## src/rtl/alu_link_pkg.sv

```systemverilog
// Shared definitions for the serial operand link between the loader and the ALU.
package alu_link_pkg;

    typedef enum logic [2:0] {
        ST_IDLE   = 3'd0,
        ST_SETUP  = 3'd1,
        ST_STROBE = 3'd2,
        ST_SETTLE = 3'd3,
        ST_DONE   = 3'd4
    } link_state_t;

    localparam int DRV_DATA   = 0;
    localparam int DRV_SEL    = 1;
    localparam int DRV_SAVE   = 2;
    localparam int DRV_OP_LSB = 3;
    localparam int DRV_OP_MSB = 5;

    // Assemble one ui_drive word; bits [7:6] are always left at zero.
    function automatic logic [7:0] link_word(input logic data, input logic sel,
                                             input logic save, input logic [2:0] op);
        logic [7:0] w;
        w                        = '0;
        w[DRV_DATA]              = data;
        w[DRV_SEL]               = sel;
        w[DRV_SAVE]              = save;
        w[DRV_OP_MSB:DRV_OP_LSB] = op;
        return w;
    endfunction

endpackage

```

## src/rtl/alu_serial_loader.sv

```systemverilog
// Loads an operand pair into the ALU one bit at a time (A then B, MSB first),
// waits SETTLE_CYCLES for the ALU to settle, then captures its result.
//
// state  | meaning
// IDLE   | waiting for start; link driven to zero
// SETUP  | data/sel presented, save strobe low
// STROBE | same data/sel with save strobe high for one cycle
// SETTLE | all bits sent; waiting for the ALU result to settle
// DONE   | result_q newly valid, done pulse
module alu_serial_loader
    import alu_link_pkg::*;
#(
    parameter int unsigned SETTLE_CYCLES = 2
) (
    input  logic       clk,
    input  logic       rst_n,
    input  logic       start,
    input  logic [7:0] a_in,
    input  logic [7:0] b_in,
    input  logic [2:0] op_in,
    output logic [7:0] ui_drive,
    input  logic [7:0] result_in,
    output logic [7:0] result_q,
    output logic       busy,
    output logic       done
);

    // The settle counter counts down to zero, so it is loaded one short.
    localparam logic [3:0] SETTLE_LOAD = 4'(SETTLE_CYCLES - 1);

    link_state_t r_state;
    logic [7:0]  r_a;
    logic [7:0]  r_b;
    logic [2:0]  r_op;
    logic        r_sel;
    logic [2:0]  r_idx;
    logic [3:0]  r_cnt;
    logic [7:0]  r_drive;
    logic [7:0]  r_result;
    logic        r_busy;
    logic        r_done;

    logic [7:0]  w_operand;
    logic [2:0]  w_idx_nxt;

    assign w_operand = r_sel ? r_b : r_a;
    assign w_idx_nxt = r_idx - 3'd1;

    // Sequencer: every output is computed one edge ahead and held in a register.
    always_ff @(posedge clk or negedge rst_n) begin
        if (!rst_n) begin
            r_state  <= ST_IDLE;
            r_a      <= '0;
            r_b      <= '0;
            r_op     <= '0;
            r_sel    <= 1'b0;
            r_idx    <= 3'd7;
            r_cnt    <= '0;
            r_drive  <= '0;
            r_result <= '0;
            r_busy   <= 1'b0;
            r_done   <= 1'b0;
        end else begin
            case (r_state)
                ST_IDLE: begin
                    r_done <= 1'b0;
                    if (start) begin
                        r_a     <= a_in;
                        r_b     <= b_in;
                        r_op    <= op_in;
                        r_sel   <= 1'b0;
                        r_idx   <= 3'd7;
                        r_busy  <= 1'b1;
                        r_drive <= link_word(a_in[7], 1'b0, 1'b0, op_in);
                        r_state <= ST_SETUP;
                    end else begin
                        r_busy  <= 1'b0;
                        r_drive <= '0;
                    end
                end
                ST_SETUP: begin
                    r_drive[DRV_SAVE] <= 1'b1;
                    r_state           <= ST_STROBE;
                end
                ST_STROBE: begin
                    if (r_idx != 3'd0) begin
                        r_idx   <= w_idx_nxt;
                        r_drive <= link_word(w_operand[w_idx_nxt], r_sel, 1'b0, r_op);
                        r_state <= ST_SETUP;
                    end else if (!r_sel) begin
                        r_sel   <= 1'b1;
                        r_idx   <= 3'd7;
                        r_drive <= link_word(r_b[7], 1'b1, 1'b0, r_op);
                        r_state <= ST_SETUP;
                    end else begin
                        // Op stays on the link so the ALU keeps computing the same function.
                        r_cnt   <= SETTLE_LOAD;
                        r_drive <= link_word(1'b0, 1'b0, 1'b0, r_op);
                        r_state <= ST_SETTLE;
                    end
                end
                ST_SETTLE: begin
                    if (r_cnt == 4'd0) begin
                        r_result <= result_in;
                        r_busy   <= 1'b0;
                        r_done   <= 1'b1;
                        r_state  <= ST_DONE;
                    end else begin
                        r_cnt <= r_cnt - 4'd1;
                    end
                end
                ST_DONE: begin
                    r_done  <= 1'b0;
                    r_drive <= '0;
                    r_state <= ST_IDLE;
                end
                default: begin
                    r_busy  <= 1'b0;
                    r_done  <= 1'b0;
                    r_drive <= '0;
                    r_state <= ST_IDLE;
                end
            endcase
        end
    end

    assign ui_drive = r_drive;
    assign result_q = r_result;
    assign busy     = r_busy;
    assign done     = r_done;

endmodule

```

## config.mk

```make
export PLATFORM = sky130hd
export DESIGN_NAME = alu_serial_loader
export DESIGN_NICKNAME = d
export VERILOG_FILES = /design/src/rtl/alu_link_pkg.sv /design/src/rtl/alu_serial_loader.sv
export SDC_FILE = /design/constraint.sdc
export NUM_CORES = 1
export LEC_CHECK = 0
export ABC_AREA = 0
export BUFFER_PORTS_ARGS = -buffer_cell sky130_fd_sc_hd__buf_4
export CAP_MARGIN = 20
export CORE_UTILIZATION = 55
export CTS_CLUSTER_DIAMETER = 200
export DETAILED_ROUTE_END_ITERATION = 7
export HOLD_SLACK_MARGIN = 0.1
export PLACE_DENSITY = 0.81
export SLEW_MARGIN = 20
export SYNTH_ARGS = -nofsm -noshare
export SYNTH_HDL_FRONTEND = slang
export SYNTH_SLANG_ARGS = --single-unit
```

## constraint.sdc

```tcl
create_clock -name clk -period 5.4 [get_ports clk]
set_input_delay 0.27 -clock clk [delete_from_list [all_inputs] [get_ports clk]]
set_output_delay 0.27 -clock clk [all_outputs]
set_load 0.01 [all_outputs]
```

==> key figures, run 1 <==
Placed design
  • # port buffers: 45
  • Post-DP HPWL: 2.880 mm
  • GP Congestion: 0.7954

Synthesis
  • Sequential-to-total area share from yosys stat: 0.5410
  • Synth warn: 0
  • Yosys top cell by area: dfrtp_1
  • Synth area leaders: dfrtp_1, nand2_1, mux2_2, dfstp_2, ha_1
  • Synth Cell Area: 2135 um^2
  • EDFF count, synth: 0
  • Post-Syn Area per Cell: 9.975 um^2
  • Synth top area share: 0.5041
  • Synth Flop Type: dfrtp_1
  • Async set-or-reset flop fraction in the synthesized netlist: 1.000
  • Mapped Cells: 214
  • Post-synth cell types: 42
  • Synthesized flop and latch total: 46
  • Most numerous cell in the Yosys netlist: nand2_1
  • Top cells by count, synth: nand2_1, dfrtp_1, nor2_1, mux2_2, inv_1

Route
  • DR iter-0 viols: 99
  • Via count: 1615
  • Vias per Instance: 5.313
  • Final ANT Viol Nets: 0
  • DRC violations left: 0
  • Initial DRT Pass Iterations: 4
  • Wirelength, routed: 4.061 mm
  • DR WL/cell: 13.36 um

Worst setup path
  • Worst stage delay on the critical path: 0.58 ns
  • RR Endpoint: ui_drive[0]$_DFFE_PN0N_
  • WS Path Type: flip-flop to flip-flop
  • R2r startpoint: r_idx[0]$_DFFE_PN1P_
  • Buf/Inv on CP: 1
  • Crit path max-delay cell type: dfstp_2
  • Critical path depth in cells: 6
  • Critical path cell sequence: inv_1 > ha_1 > mux4_2 > nor2_1 > or4_1 > o211ai_1
  • CP max FO: 7
  • Critical Path Sink: ui_drive[0]$_DFFE_PN0N_
  • Critical path launch point: r_idx[0]$_DFFE_PN1P_
  • Critical path required time: 5.61 ns
  • WP data arrival: 2.46 ns
  • Setup crit end kind: flip-flop
  • Reg2reg path depth: 6
  • Top delay family on crit path: flip-flops
  • Startpoint Class: flip-flop
  • Register-to-Register Setup Slack: 3.15 ns

Timing
  • Actual slew at the worst max-slew pin: 0.8084 ns
  • RSZ-0062 raised after global routing: no
  • Fmax: 445.4 MHz
  • Max-slew violations: 0
  • Setup TNS Final: 0 ns
  • Period utilization: 0.4158
  • Final min period: 2.245 ns
  • Setup violators final: 0
  • Clock skew: 0.004448 ns
  • Final hold vios: 0
  • Max_slew headroom: 0.4599

Power
  • Power per Cell Area: 549.7 nW/um^2
  • Leakage: 1.309 nW
  • Total power: 1.410 mW
  • Max VDD drop: 0.0003147 V

Worst hold path
  • Hold Path Class: input port to flip-flop

Finish
  • Layout area overhead: 20.16%
  • Storage cell area: 1155 um^2
  • FILL cells: 304
  • Nets: 289
  • Multi-input gate area: 878.3 um^2
  • Ant diodes: 0
  • Layout cells sized above 1: 0.2773

Die
  • Die H: 64.30 um
  • IO Pins: 48
  • Num rows: 22
  • Core ar.: 3689 um^2
  • DIE WIDTH: 64.30 um
  • Die area: 4134 um^2
  • Initial Util: 0.5787

CTS
  • Clock Latency Late Sink: 0.30 ns
  • Clock transition at the registers of the reported paths: 0.08 ns
  • Max clock buf depth: 2
  • Root buffer cell: clkbuf_8
  • CTS tree: done
  • Num CTS Buffers: 5
  • Sink Count: 46
  • Htree depth: 2
  • Post-CTS sizing: 0

Global route
  • Vias in the first global route: 1535
  • Total GRT Usage: 0.2216
  • Global-route wire length before repair: 6.913 mm
  • Total grt overflow: 0
  • Antenna violations before repair: 0
  • Pin count of the biggest net entering global routing: 47

Flow run
  • Max-cap violation count: 0

Run status
  • Status: completed
-- final cells by class --
type,instances,share of cell area
Clock buffer,5,0.02683
Timing Repair Buffer,47,0.1385
Clock inverter,3,0.008293
Inverter,7,0.01024
Multi-Input combinational cell,148,0.3424
Sequential cell,46,0.4502
Tap cell,48,0.02341
-- placed cells by master, fill, tap and decap left out, types with 3 or more instances in the layout --
cell / count
mux2_2: 9
dfrtp_1: 43
a21oi_1: 6
inv_1: 7
buf_4: 46
clkbuf_8: 5
nor2_1: 11
dfstp_2: 3
o21ai_0: 3
nand2_1: 66
mux2i_1: 4
ha_1: 4
nor3_1: 3
a22oi_1: 3
nor2b_1: 3
and3_1: 3
-- how the worst min path moves through the flow --
stage | from | to | slack, ns | cells after the start
finish | b_in[6] | r_b[6]$_DFFE_PN0P_ | 0.15 | 3
global route | a_in[4] | r_a[4]$_DFFE_PN0P_ | 0.15 | 3
CTS | b_in[6] | r_b[6]$_DFFE_PN0P_ | 0.15 | 3
detailed placement | rst_n | r_a[1]$_DFFE_PN0P_ | 0.30 | 1
global placement | rst_n | r_a[1]$_DFFE_PN0P_ | 0.31 | 1
floorplan | rst_n | busy$_DFFE_PN0P_ | -0.03 | 0
-- power by group --
part | switching (mW) | leakage (nW) | internal [mW]
clock | 0.115 | 0.0441 | 0.0909
sequential | 0.112 | 0.572 | 0.500
combinational | 0.296 | 0.693 | 0.294
-- cell families (layout without fill, tap and decap cells) --
family          Yosys count  count (layout)  share of synthesized area
fa+ha+maj                 4               4                    0.02345
simple gates             99              99                     0.2057
buf+inv                  21              62                    0.04924
flops                    46              46                     0.5410
other cells               1               2                   0.001757
xor+xnor                  2               2                   0.008208
compound gates           26              26                    0.08324
mux                      15              15                    0.08734
-- sequential cells by signal (all words and copies together), names as in the netlist --
name and cells:
result_q 8, r_sel 1, r_cnt 4, r_a 8, busy 1, r_b 8
r_idx 3, done 1, ui_drive 6, r_op 3, r_state 3
-- stage by stage --
stage               instance area (um^2)  cells    util  hold WS (ns)  setup slack, ns
finish                              2565    304  0.6954        0.1510            3.155
global route                        2565    304  0.6954        0.1480            3.072
CTS                                 2565    304  0.6954        0.1483            3.167
detailed placement                  2465    295  0.6683        0.3003            3.201
global placement                    2465    295  0.6683        0.3088            3.263
floorplan                           2138    215       -      -0.02559            3.327
-- worst min-delay path, delay by kind of cell --
family | cells | cell delay [ns]
buffers and inverters | 1 | 0.07
and+or+nand+nor | 2 | 0.08
-- timing repair --
action	in CTS	in global routing
hold buffers	1	0
hold endpoints to repair	43	0
buffers inserted	0	0
endpoints found under the setup margin	0	0
-- routing by layer --
layer	vias to the layer above	routed length (um)	track usage
met4	0	55	0.1028
met2	43	1992	0.3434
met1	766	1863	0.3034
met3	7	149	0.03929
met5	-	0	0
li1	799	-	-
Note: power is estimated with default switching activity, not from simulation.
==> inputs of run 2 (changes only) <==
--- a/config.mk
+++ b/config.mk
@@ -8,11 +8,11 @@
 export ABC_AREA = 0
 export BUFFER_PORTS_ARGS = -buffer_cell sky130_fd_sc_hd__buf_4
 export CAP_MARGIN = 20
-export CORE_UTILIZATION = 55
+export CORE_UTILIZATION = 53
 export CTS_CLUSTER_DIAMETER = 200
 export DETAILED_ROUTE_END_ITERATION = 7
 export HOLD_SLACK_MARGIN = 0.1
-export PLACE_DENSITY = 0.81
+export PLACE_DENSITY = 0.78
 export SLEW_MARGIN = 20
 export SYNTH_ARGS = -nofsm -noshare
 export SYNTH_HDL_FRONTEND = slang
==> constraint.sdc (replaced) <==
create_clock -name clk -period 2.15 [get_ports clk]
set_input_delay 0.1075 -clock clk [delete_from_list [all_inputs] [get_ports clk]]
set_output_delay 0.1075 -clock clk [all_outputs]
set_load 0.01 [all_outputs]
==> run 2 against run 1 <==
  * First-iteration DRC count increased by 39%
  * Setup slack lost 3.1 ns
  * Highest routed layer unchanged
  * Sequential power grew to 2.5 times the previous value
  * Cell area increased by 15%
  * Critical path depth stayed put
  * Hold slack improved by 0.073 ns
  * Fmax up 8.5%
  * Power rose to 2.9 times the previous value
  * Routed wire length rose by 25%
  * Global-route usage increased by 5.8 points
==> key figures, run 2 (synthesized netlist as in run 1, its figures left out) <==
Run status
  • Status: completed

Timing
  • Final min period: 2.070 ns (-0.1752 ns)
  • Setup TNS Final: 0 ns (unchanged)
  • Max_slew headroom: 0.4036 (-0.05630)
  • Setup ws final: 0.07979 ns (-3.075 ns)
  • Fmax: 483.0 MHz (+8.5%)
  • RSZ-0062 raised after global routing: no
  • Actual slew at the worst max-slew pin: 0.8927 ns (+0.08426 ns)
  • Setup violators final: 0 (unchanged)
  • Max-slew violations: 0 (unchanged)
  • Period utilization: 0.9629 (+0.5471)
  • Final hold vios: 0 (unchanged)
  • Clock skew: 0.002708 ns (-0.001740 ns)

Worst hold path
  • Hold Path Class: input port to flip-flop

Route
  • Via count: 1808 (+12%)
  • DR WL/cell: 15.01 um (+12%)
  • Final ANT Viol Nets: 0 (unchanged)
  • Initial DRT Pass Iterations: 4 (unchanged)
  • DR iter-0 viols: 138 (+39%)
  • Wirelength, routed: 5.060 mm (+25%)
  • Vias per Instance: 5.365 (+0.99%)
  • DRC violations left: 0 (unchanged)

Placed design
  • Cells after DPL: 301 (+2.0%)
  • DP Worst Slack: -0.009430 ns (-3.210 ns)
  • # port buffers: 45 (unchanged)
  • GP Congestion: 0.8273 (+4.0%)
  • Post-DP HPWL: 3.019 mm (+4.8%)

Die
  • Die H: 65.46 um (+1.8%)
  • DIE WIDTH: 65.46 um (+1.8%)
  • Core ar.: 3771 um^2 (+2.2%)
  • Die area: 4285 um^2 (+3.7%)
  • Num rows: 22 (unchanged)
  • IO Pins: 48 (unchanged)
  • Initial Util: 0.5660 (-0.01267)

Global route
  • Global-route wire length before repair: 8.618 mm (+25%)
  • Vias in the first global route: 1812 (+18%)
  • Total grt overflow: 0 (unchanged)
  • Pin count of the biggest net entering global routing: 47 (unchanged)
  • Total GRT Usage: 0.2793 (+0.05768)
  • Antenna violations before repair: 0 (unchanged)

CTS
  • Post-CTS Setup Inserts: 0 (unchanged)
  • Clock Latency Late Sink: 0.31 ns (about the same)
  • Root buffer cell: clkbuf_8
  • CTS tree: done
  • Sink Count: 46 (unchanged)
  • Htree depth: 2 (unchanged)
  • Clock transition at the registers of the reported paths: 0.08 ns (about the same)
  • Num CTS Buffers: 5 (unchanged)
  • Max clock buf depth: 2 (unchanged)

Power
  • Int Pwr: 2.629 mW (+200%)
  • Leakage: 1.477 nW (+13%)
  • Seq pwr share: 0.379 (-0.056)
  • Total power: 4.054 mW (+190%)
  • Clk pwr share: 0.196 (+0.050)
  • Switching power: 1.425 mW (+170%)
  • Max VDD drop: 0.0008869 V (+180%)
  • Sw Ratio: 0.3514 (-0.02047)
  • Logic pwr share: 0.425 (+0.006)
  • Power per Cell Area: 1376 nW/um^2 (+150%)

Worst setup path
  • CP max FO: 6 (-1)
  • WP data arrival: 2.29 ns (-0.17 ns)
  • Critical path required time: 2.37 ns (-3.24 ns)
  • Setup crit end kind: flip-flop
  • WS Path Type: flip-flop to flip-flop
  • Startpoint Class: flip-flop

Finish
  • Cell Count, Final, Fillers Out: 337 (+11%)
  • Nets: 322 (+11%)
  • Storage cell area: 1155 um^2 (unchanged)
  • Commonest non-fill, non-tap cell in the layout: nand2_1
  • Multi-input gate area: 890.9 um^2 (+1.4%)
  • Layout area overhead: 37.98%
  • FILL cells: 228 (-25%)
  • Most frequent cells in the layout: nand2_1, buf_4, dfrtp_1
  • Ant diodes: 0 (unchanged)
  • Layout cells sized above 1: 0.2699 (-0.007448)

Flow run
  • Max-cap violation count: 0 (unchanged)
==> run 2: cell types whose count changed in the layout (fill, tap and decap cells not counted), sizes merged <==
cell / previous run / this run
buf: 46 / 52
dlygate4sd3: 1 / 28
bufinv: 0 / 2
clkinvlp: 1 / 0
clkbuf: 5 / 6
clkinv: 2 / 0
==> run 2: area by class of cell <==
cell class                 count  area share
clock buffer                   6     0.02804
sequential                    46      0.3921
multi-input combinational    148      0.3025
inverter                       7    0.008921
timing repair buffer          80      0.2277
tap                           48     0.02039
clock inverter                 2     0.02039
==> run 2: routing by layer <==
metal  vias to the layer above  global-route usage  wire, um
met5                         -                   0         0
met3                        15             0.08507       289
met1                       864              0.3549      2116
met2                        66              0.4459      2506
li1                        863                   -         -
met4                         0              0.1087       147
==> run 2: path summary, 6_finish.rpt <==
kind,from,to,slack (ns),cells after the start
setup / recovery,r_idx[0]$_DFFE_PN1P_,ui_drive[0]$_DFFE_PN0N_,0.08,6
hold / removal,start,r_state[0]$_DFFE_PN0P_,0.22,4
setup reg to reg,r_idx[0]$_DFFE_PN1P_,ui_drive[0]$_DFFE_PN0N_,0.08,6
hold reg to reg,r_op[2]$_DFFE_PN0P_,r_op[2]$_DFFE_PN0P_,0.48,2
max in group asynchronous,rst_n,r_idx[2]$_DFFE_PN1P_,1.43,2
min in group asynchronous,rst_n,result_q[3]$_DFFE_PN0P_,0.34,2
==> run 2: power by group through the flow <==
stage | registers (mW) | clock network (mW) | logic [mW]
finish | 1.54 | 0.796 | 1.72
global route | 1.59 | 0.843 | 1.92
detailed placement | 1.53 | 0 | 1.61
global placement | 1.52 | 0 | 1.56
floorplan | 1.50 | 0 | 1.08
CTS | 1.52 | 0.803 | 1.67
==> run 2: timing repair <==
| action | CTS | global route |
|---|---|---|
| hold buffers | 28 | 0 |
| endpoints found under the hold margin | 73 | 0 |
| cloned | 0 | 0 |
| setup endpoints to repair | 1 | 2 |
| gates resized for setup | 1 | 1 |
| pin swaps | 0 | 0 |
==> run 2: worst max-delay path: stages, from the launching register on <==
cell and delay (ns):
dfstp_2 0.59, inv_1 0.14, ha_4 0.29, mux4_2 0.32, nor2_1 0.03, or4_1 0.50, o211ai_1 0.11
==> run 2: stage by stage <==
step	hold WS [ns]	instance area (um^2)	util
2_1_floorplan	-0.1881	2138	-
3_3_place_gp	0.1423	2510	0.6656
6_report	0.2245	2945	0.7810
4_1_cts	0.2110	2933	0.7777
5_1_grt	0.2445	2945	0.7810
3_5_place_dp	0.1399	2510	0.6656
